--- config.mk ---
export PLATFORM = sky130hd
export DESIGN_NAME = alarm_game_check
export DESIGN_NICKNAME = d
export VERILOG_FILES = /design/src/rtl/alarm_game_check.sv
export SDC_FILE = /design/constraint.sdc
export NUM_CORES = 1
export LEC_CHECK = 0
export CORE_MARGIN = 2
export CORE_UTILIZATION = 60
export CTS_CLUSTER_DIAMETER = 40
export CTS_CLUSTER_SIZE = 25
export DETAILED_ROUTE_END_ITERATION = 16
export DONT_BUFFER_PORTS = 1
export PLACE_DENSITY = 0.82
export SLEW_MARGIN = 30
export SYNTH_ARGS = -nofsm -noshare
export SYNTH_HDL_FRONTEND = slang
export SYNTH_SLANG_ARGS = --single-unit
--- constraint.sdc ---
create_clock -name clk -period 2.4 [get_ports clk]
set_clock_uncertainty 0.2 [all_clocks]
set_input_delay 0.24 -clock clk [delete_from_list [all_inputs] [get_ports clk]]
set_output_delay 0.24 -clock clk [all_outputs]
set_load 0.1 [all_outputs]
--- src/rtl/alarm_game_check.sv ---
// alarm_game_check
//   Alarm service with a "wake-up" mini game. Once armed, the alarm rings
//   when current time equals alarm time. Pressing the middle button starts
//   a game: the switches must be set to the pattern shown on the LEDs for
//   three rounds to turn the alarm off. A press with wrong switches sends
//   the block back to ringing. Dropping the service switch aborts to idle.
//
// Ports
//   clk           system clock (rising edge)
//   resetn        asynchronous active-low reset
//   spdt4         service enable switch (async, synchronized here)
//   current       current time, BCD MM:SS
//   alarm         alarm time, BCD MM:SS
//   push_m        middle push button (async, synchronized + edge detected)
//   mini_game     game switches (async, synchronized here)
//   alarm_state   state code: 0 IDLE, 4 ARMED, 1 RING, 2 GAME, 3 OFF
//   mini_game_led LEDs above the switches
//   ring          alarm indicator, toggles every cycle while ringing
//   round         completed game rounds
//   finish4       high while the alarm is switched off (OFF)
module alarm_game_check (
  input  logic        clk,
  input  logic        resetn,
  input  logic        spdt4,
  input  logic [15:0] current,
  input  logic [15:0] alarm,
  input  logic        push_m,
  input  logic [9:0]  mini_game,
  output logic [2:0]  alarm_state,
  output logic [9:0]  mini_game_led,
  output logic        ring,
  output logic [1:0]  round,
  output logic        finish4
);

  localparam logic [2:0] S_IDLE  = 3'd0;
  localparam logic [2:0] S_ARMED = 3'd4;
  localparam logic [2:0] S_RING  = 3'd1;
  localparam logic [2:0] S_GAME  = 3'd2;
  localparam logic [2:0] S_OFF   = 3'd3;

  logic       sp_s1_q, sp_s2_q;
  logic       pm_s1_q, pm_s2_q, pm_prev_q;
  logic [9:0] mg_s1_q, mg_s2_q;
  logic [9:0] lfsr_q, lfsr_d;
  logic [9:0] target_q, target_d;
  logic       match_q, match_d;
  logic [1:0] round_q, round_d;
  logic [2:0] state_q, state_d;
  logic       ring_q, ring_d;
  logic [9:0] led_q, led_d;
  logic       fin_q, fin_d;
  logic       pm_rise;
  logic [9:0] new_tgt;

  assign pm_rise = pm_s2_q & ~pm_prev_q;
  // x^10 + x^7 + 1 Fibonacci form
  assign lfsr_d  = {lfsr_q[8:0], lfsr_q[9] ^ lfsr_q[6]};
  // A new target never equals the switches already set, so a fresh round
  // cannot be won without moving a switch.
  assign new_tgt = (lfsr_q == mg_s2_q) ? (lfsr_q ^ 10'h200) : lfsr_q;

  always_comb begin
    state_d  = state_q;
    round_d  = round_q;
    target_d = target_q;
    match_d  = match_q;
    if (!sp_s2_q) begin
      // Service switch off wins over everything else.
      state_d = S_IDLE;
      round_d = 2'd0;
      match_d = 1'b0;
    end else begin
      case (state_q)
        S_IDLE:  state_d = S_ARMED;
        S_ARMED: if (current == alarm) state_d = S_RING;
        S_RING: begin
          if (pm_rise) begin
            state_d  = S_GAME;
            round_d  = 2'd0;
            target_d = new_tgt;
            match_d  = 1'b0;
          end
        end
        S_GAME: begin
          if (mg_s2_q == target_q) begin
            // A completed match takes precedence over a simultaneous press.
            if (match_q) begin
              match_d = 1'b0;
              if (round_q == 2'd2) begin
                state_d = S_OFF;
                round_d = 2'd3;
              end else begin
                round_d  = round_q + 2'd1;
                target_d = new_tgt;
              end
            end else begin
              match_d = 1'b1;
            end
          end else begin
            match_d = 1'b0;
            if (pm_rise) begin
              state_d = S_RING;
              round_d = 2'd0;
            end
          end
        end
        S_OFF:   state_d = S_OFF;
        default: state_d = S_IDLE;
      endcase
    end

    // Outputs are derived from the next state so they register together.
    ring_d = (state_d == S_RING) ? ~ring_q : 1'b0;
    case (state_d)
      S_RING:  led_d = {10{ring_d}};
      S_GAME:  led_d = target_d;
      S_OFF:   led_d = 10'h3FF;
      default: led_d = 10'h000;
    endcase
    fin_d = (state_d == S_OFF);
  end

  always_ff @(posedge clk or negedge resetn) begin
    if (!resetn) begin
      sp_s1_q   <= 1'b0;
      sp_s2_q   <= 1'b0;
      pm_s1_q   <= 1'b0;
      pm_s2_q   <= 1'b0;
      pm_prev_q <= 1'b0;
      mg_s1_q   <= 10'h000;
      mg_s2_q   <= 10'h000;
      lfsr_q    <= 10'h001;
      target_q  <= 10'h000;
      match_q   <= 1'b0;
      round_q   <= 2'd0;
      state_q   <= S_IDLE;
      ring_q    <= 1'b0;
      led_q     <= 10'h000;
      fin_q     <= 1'b0;
    end else begin
      sp_s1_q   <= spdt4;
      sp_s2_q   <= sp_s1_q;
      pm_s1_q   <= push_m;
      pm_s2_q   <= pm_s1_q;
      pm_prev_q <= pm_s2_q;
      mg_s1_q   <= mini_game;
      mg_s2_q   <= mg_s1_q;
      lfsr_q    <= lfsr_d;
      target_q  <= target_d;
      match_q   <= match_d;
      round_q   <= round_d;
      state_q   <= state_d;
      ring_q    <= ring_d;
      led_q     <= led_d;
      fin_q     <= fin_d;
    end
  end

  assign alarm_state   = state_q;
  assign mini_game_led = led_q;
  assign ring          = ring_q;
  assign round         = round_q;
  assign finish4       = fin_q;

endmodule

Word-level counts from Yosys, hierarchy flattened
Index checks and enable logic that the tools add are counted.
- bits of input ports: 46
- register bits after elaboration: 63
- equality and inequality tests: 14
- bitwise operators: 5
- reduce and logical (&&, ||, !) cells: 3
- muxes and demuxes: 28
- add/sub/neg operators: 1
- operators with widths (operator ; count):
    2-to-1 mux 10 bit ; 6
    case mux 10 bit (3 select lines) ; 1
    2-to-1 mux 3 bit ; 7
    equality test 10 bit ; 2
    case mux 10 bit (2 select lines) ; 1
    equality test 16 bit ; 1
    case mux 3 bit (5 select lines) ; 1
    equality test 3 x 2 -> 1 bit, second input constant ; 4
    2-to-1 mux 2 bit ; 5
    equality test 3 x 1 -> 1 bit, second input constant ; 2
    2-to-1 mux 1 bit ; 5
    inequality test 4 bit, second input constant ; 1
    case mux 2 bit (2 select lines) ; 1
    AND reduction 2 bit ; 2
    equality test 3 bit, second input constant ; 1
    logical NOT 3 bit ; 1
    inequality test 3 x 1 -> 1 bit, second input constant ; 1
    inequality test 3 bit, second input constant ; 1
    inverter 1 bit ; 3
    adder 2 x 1 -> 2 bit, second input constant ; 1
    equality test 2 bit, second input constant ; 1
    case mux 1 bit (2 select lines) ; 1
    AND 1 bit ; 1
    bitwise XOR 1 bit ; 1

Logic depth before layout (Yosys ltp)
- depth after elaboration: 9
- mapped depth: 7

Worst setup path after synthesis
No wires, ideal clock.
- path type: reg-to-reg
- start point: register state_q[1], in the netlist alarm_state[1]
- end point: register round_q[0], in the netlist round[0]
- library setup time: 0.121 ns
- setup slack: -0.157 ns
- data arrival time: 2.236 ns
- stages on the path, launching flop included: 6
- required time: 2.079 ns
- cell sequence: dfrtp_1 nand2_1 nor4_2 mux2i_1 a211o_1 a31o_2
- word-level cells in the longest chain between the ends: 3
- elaborated cells between the ends (all ways): 7
- ends and longest elaborated chain (what ; line ; RTL):
    from (decl) ; 49 ; logic [2:0] state_q, state_d;
    from (signal assigned) ; 153 ; state_q <= state_d;
    equality test 3 x 2 -> 1 bit / equality test 3 x 1 -> 1 bit (equally long branches) ; 74 ; case (state_q)
    inequality test 4 bit (no source line) (tied with other cells) ; -- ;
    AND reduction 2 bit (no source line) / 2-to-1 mux 2 bit (equally long branches) ; -- ;
    to (signal assigned) ; 152 ; round_q <= round_d;
    to (decl) ; 48 ; logic [1:0] round_q, round_d;
Several ways; a longest one is shown, not always the timed one.
A chain may end at the register's enable or synchronous reset.

Worst setup path after layout
- start point: register mg_s2_q[3]
- end point: register led_q[8], in the netlist mini_game_led[8]
- word-level cells in the longest chain between the ends: 7
- elaborated cells between the ends (all ways): 12
- ends and longest elaborated chain (what ; line ; RTL):
    from (decl) ; 44 ; logic [9:0] mg_s1_q, mg_s2_q;
    from (signal assigned) ; 148 ; mg_s2_q <= mg_s1_q;
    equality test 10 bit (*) ; 86 ; if (mg_s2_q == target_q) begin
    2-to-1 mux 3 bit ; 86 ;
    case mux 3 bit (5 select lines) ; 74 ;
    2-to-1 mux 3 bit ; 68 ; if (!sp_s2_q) begin
    equality test 3 x 1 -> 1 bit ; 114, 115 ;
    2-to-1 mux 1 bit ; 114 ; ring_d = (state_d == S_RING) ? ~ring_q : 1'b0;
    case mux 10 bit (3 select lines) (*) ; 115 ; case (state_d)
    named net led_d[8] ; 51 ; logic [9:0] led_q, led_d;
    to (signal assigned) ; 155 ; led_q <= led_d;
    to (decl) ; 51 ;
The timed path passes the listed nets; every way through them passes the cells marked *.

==> results.ini <==
[status]
outcome=completed

[setup_path]
path_common_cell=o31a_1
worstSetupPathType=reg -> reg
crit_fanout=10
crit_chain=xnor2_1 > nand4_2 > o31a_1 > o31a_1 > o22ai_4 > buf_12 > o21ai_1
end_kind=flop
critical_path_arrival_ps=2270
cp_data_required_time_ps=2410
slowest_delay_ps=400
cp_slowest_cell=dfrtp_1
start_kind=flop

[logic_synthesis]
ys_types=32
synth_compound_area_frac=0.0798
synthAdderAreaFrac=0.00499
syn_inst=195
yosysTopAreaCell=dfrtp_1
synth_area_um2=2510
synth.area.mux_share=0.0479
yosysSeqAreaShare=0.629
synthXorXnorAreaFrac=0.126
syn-num-nets=242
synth_ff_type=dfrtp_1
async_flop_share=1.00
avgSynthCellArea_um2=12.9
ys_ff_latch=63
yosysWarnings=0
synth_top_family_by_area=XOR/XNOR gates
yosys-top-cells-area=dfrtp_1, xnor2_1, xor2_1, mux2i_1, inv_1
yosys.area_share.simple=0.0848
yosysTopAreaCellShare=0.619
synth_edf_count=0

[drt]
via_per_inst=5.51
drt_iter0_drc=79
vias=1636
first_pass_iters=4
routed_wl_um=5300
wire_per_inst_um=17.8
drc=0
ant_nets=0

[floorplanning]
die_w_um=68.6
fp.coreArea_um2=4000
rows=23
fp.dieH_um=68.6
die-area_um2=4710
initial_core_util=0.627
num_io_pins=63

[clock_network]
clock_sink_count=63
clk_latency_ps=340
cts_max_path_buffers=2
htree_levels=3
path_clk_slew_ps=60
cts_made_buffers=9
cts_tree=built
clockRootBuffer=clkbuf_8

[power_and_ir_drop]
swShare=0.229
p_leak_nw=1.52
p_sw_w=0.000456
internal_power_w=0.00153
pwr-share-clk=0.393
powerDensity_nw_per_um2=644
p_seq_frac=0.552
finalPower_w=0.00199
peakVddDrop_uv=585
pwr-share-comb=0.055

[sta]
setup-violations-final=0
min_period_over_period=0.939
fin_hold_ws_ps=149
setup_tns_ps=0
grt_setup_unrepaired=false
clock.fmax_mhz=444
slew_viol_final=0
relSlewSlack=0.700
hold_viol_final=0
period_needed_ps=2250
finalWorstSetupSlack_ps=147
worst_pin_slew_ps=446

[final_layout]
syn2layout_area_growth_pct=23.2
fillerInstances=244
diodes=0
seqCellArea_um2=1580
final_common_cell=dfrtp_1
multi_input_area_um2=866
final_util=0.772
drive_gt1_frac=0.202
nets=289
mostFrequentLayoutCells=dfrtp_1, xnor2_1, buf_4

[global_routing]
grt_max_degree=64
antenna_found_initial=0
track_usage=0.264
grt_pass1_vias=1740
grt-ovfl-total=0
grt_pass1_wl_um=8440

[placement]
place_congestion=0.881
io_buffers=0
post-dp-hpwl_um=3460
pre_cts_slack_ps=87.3

[worst_hold_path]
hold_class=reg -> reg

[flow_run]
cap_violations=0

==> through the flow <==
stage | cell area, um2 | std cells
after floorplan | 2510 | 195
after global routing | 3090 | 297
final | 3090 | 297
after CTS | 3060 | 296
after global placement | 2720 | 264
after detailed placement | 2720 | 264
==> synthesized netlist by cell type (all sizes together) (2+ instances only) <==
master / instances
nor2: 7
xor2: 16
o21ai: 12
nor4: 6
nor2b: 2
nand4: 4
a21oi: 4
nor4b: 2
nand3: 2
dfrtp: 62
o21a: 2
a211o: 2
inv: 17
a31o: 2
xnor2: 20
mux2i: 12
nor3: 4
nand2: 6
a21boi: 2
nand2b: 3
o31a: 2
==> registers in the layout, indices dropped and copies added, names as in the netlist, 2 cells and up <==
name	cells
lfsr_q	10
mg_s1_q	10
mg_s2_q	10
mini_game_led	10
target_q	10
alarm_state	3
round	2
==> routing by layer <==
layer	track usage	vias to the layer above	part of all wire
li1	-	753	-
met1	0.313	814	0.39
met2	0.435	54	0.54
met3	0.0828	15	0.045
met4	0.133	0	0.025
met5	0	-	0
==> worst max-delay path: cells and delay by family (launching register included) <==
family | cells | cell delay [ps]
compound gates | 4 | 980
xor+xnor | 1 | 210
buf+inv | 1 | 150
flops | 1 | 400
simple gates | 1 | 190
==> kinds of logic (layout without fill, tap and decap cells) <==
group	after synthesis	after routing
compound gates	28	28
simple gates	37	37
fa+ha+maj	1	1
buf+inv	18	70
mux	12	12
xor+xnor	36	36
flops	63	63
==> power groups by stage <==
stage           logic, W  registers (W)  clock network, W
6_report        0.000109        0.00110          0.000782
5_1_grt         0.000120        0.00110          0.000863
4_1_cts         0.000108        0.00110          0.000794
3_5_place_dp   0.0000636        0.00112                 0
3_3_place_gp   0.0000609        0.00112                 0
2_1_floorplan  0.0000459        0.00112                 0
==> cell type report <==
type                       count  area share
sequential                    63       0.512
multi-input combinational    114       0.280
timing repair buffer          37       0.113
clock buffer                  12      0.0470
inverter                      17      0.0207
tap                           50      0.0203
clock inverter                 4     0.00729
==> repair_timing <==
action,CTS,global route
hold endpoints to repair,76,0
endpoints found under the setup margin,0,11
buffers inserted,0,1
hold buffers,16,0
resized for setup,0,1
==> worst paths after layout <==
path,start,endpoint,slack (ps),cells after the start
setup / recovery,mg_s2_q[3]$_DFF_PN0_,mini_game_led[8]$_DFF_PN0_,150,7
hold / removal,pm_s1_q$_DFF_PN0_,pm_s2_q$_DFF_PN0_,150,0
setup reg to reg,mg_s2_q[3]$_DFF_PN0_,mini_game_led[8]$_DFF_PN0_,150,7
hold reg to reg,pm_s1_q$_DFF_PN0_,pm_s2_q$_DFF_PN0_,150,0
max in group asynchronous,resetn,lfsr_q[0]$_DFF_PN1_,1470,2
min in group asynchronous,resetn,target_q[5]$_DFF_PN0_,220,2
No activity file was read; power rests on OpenSTA's default activity.
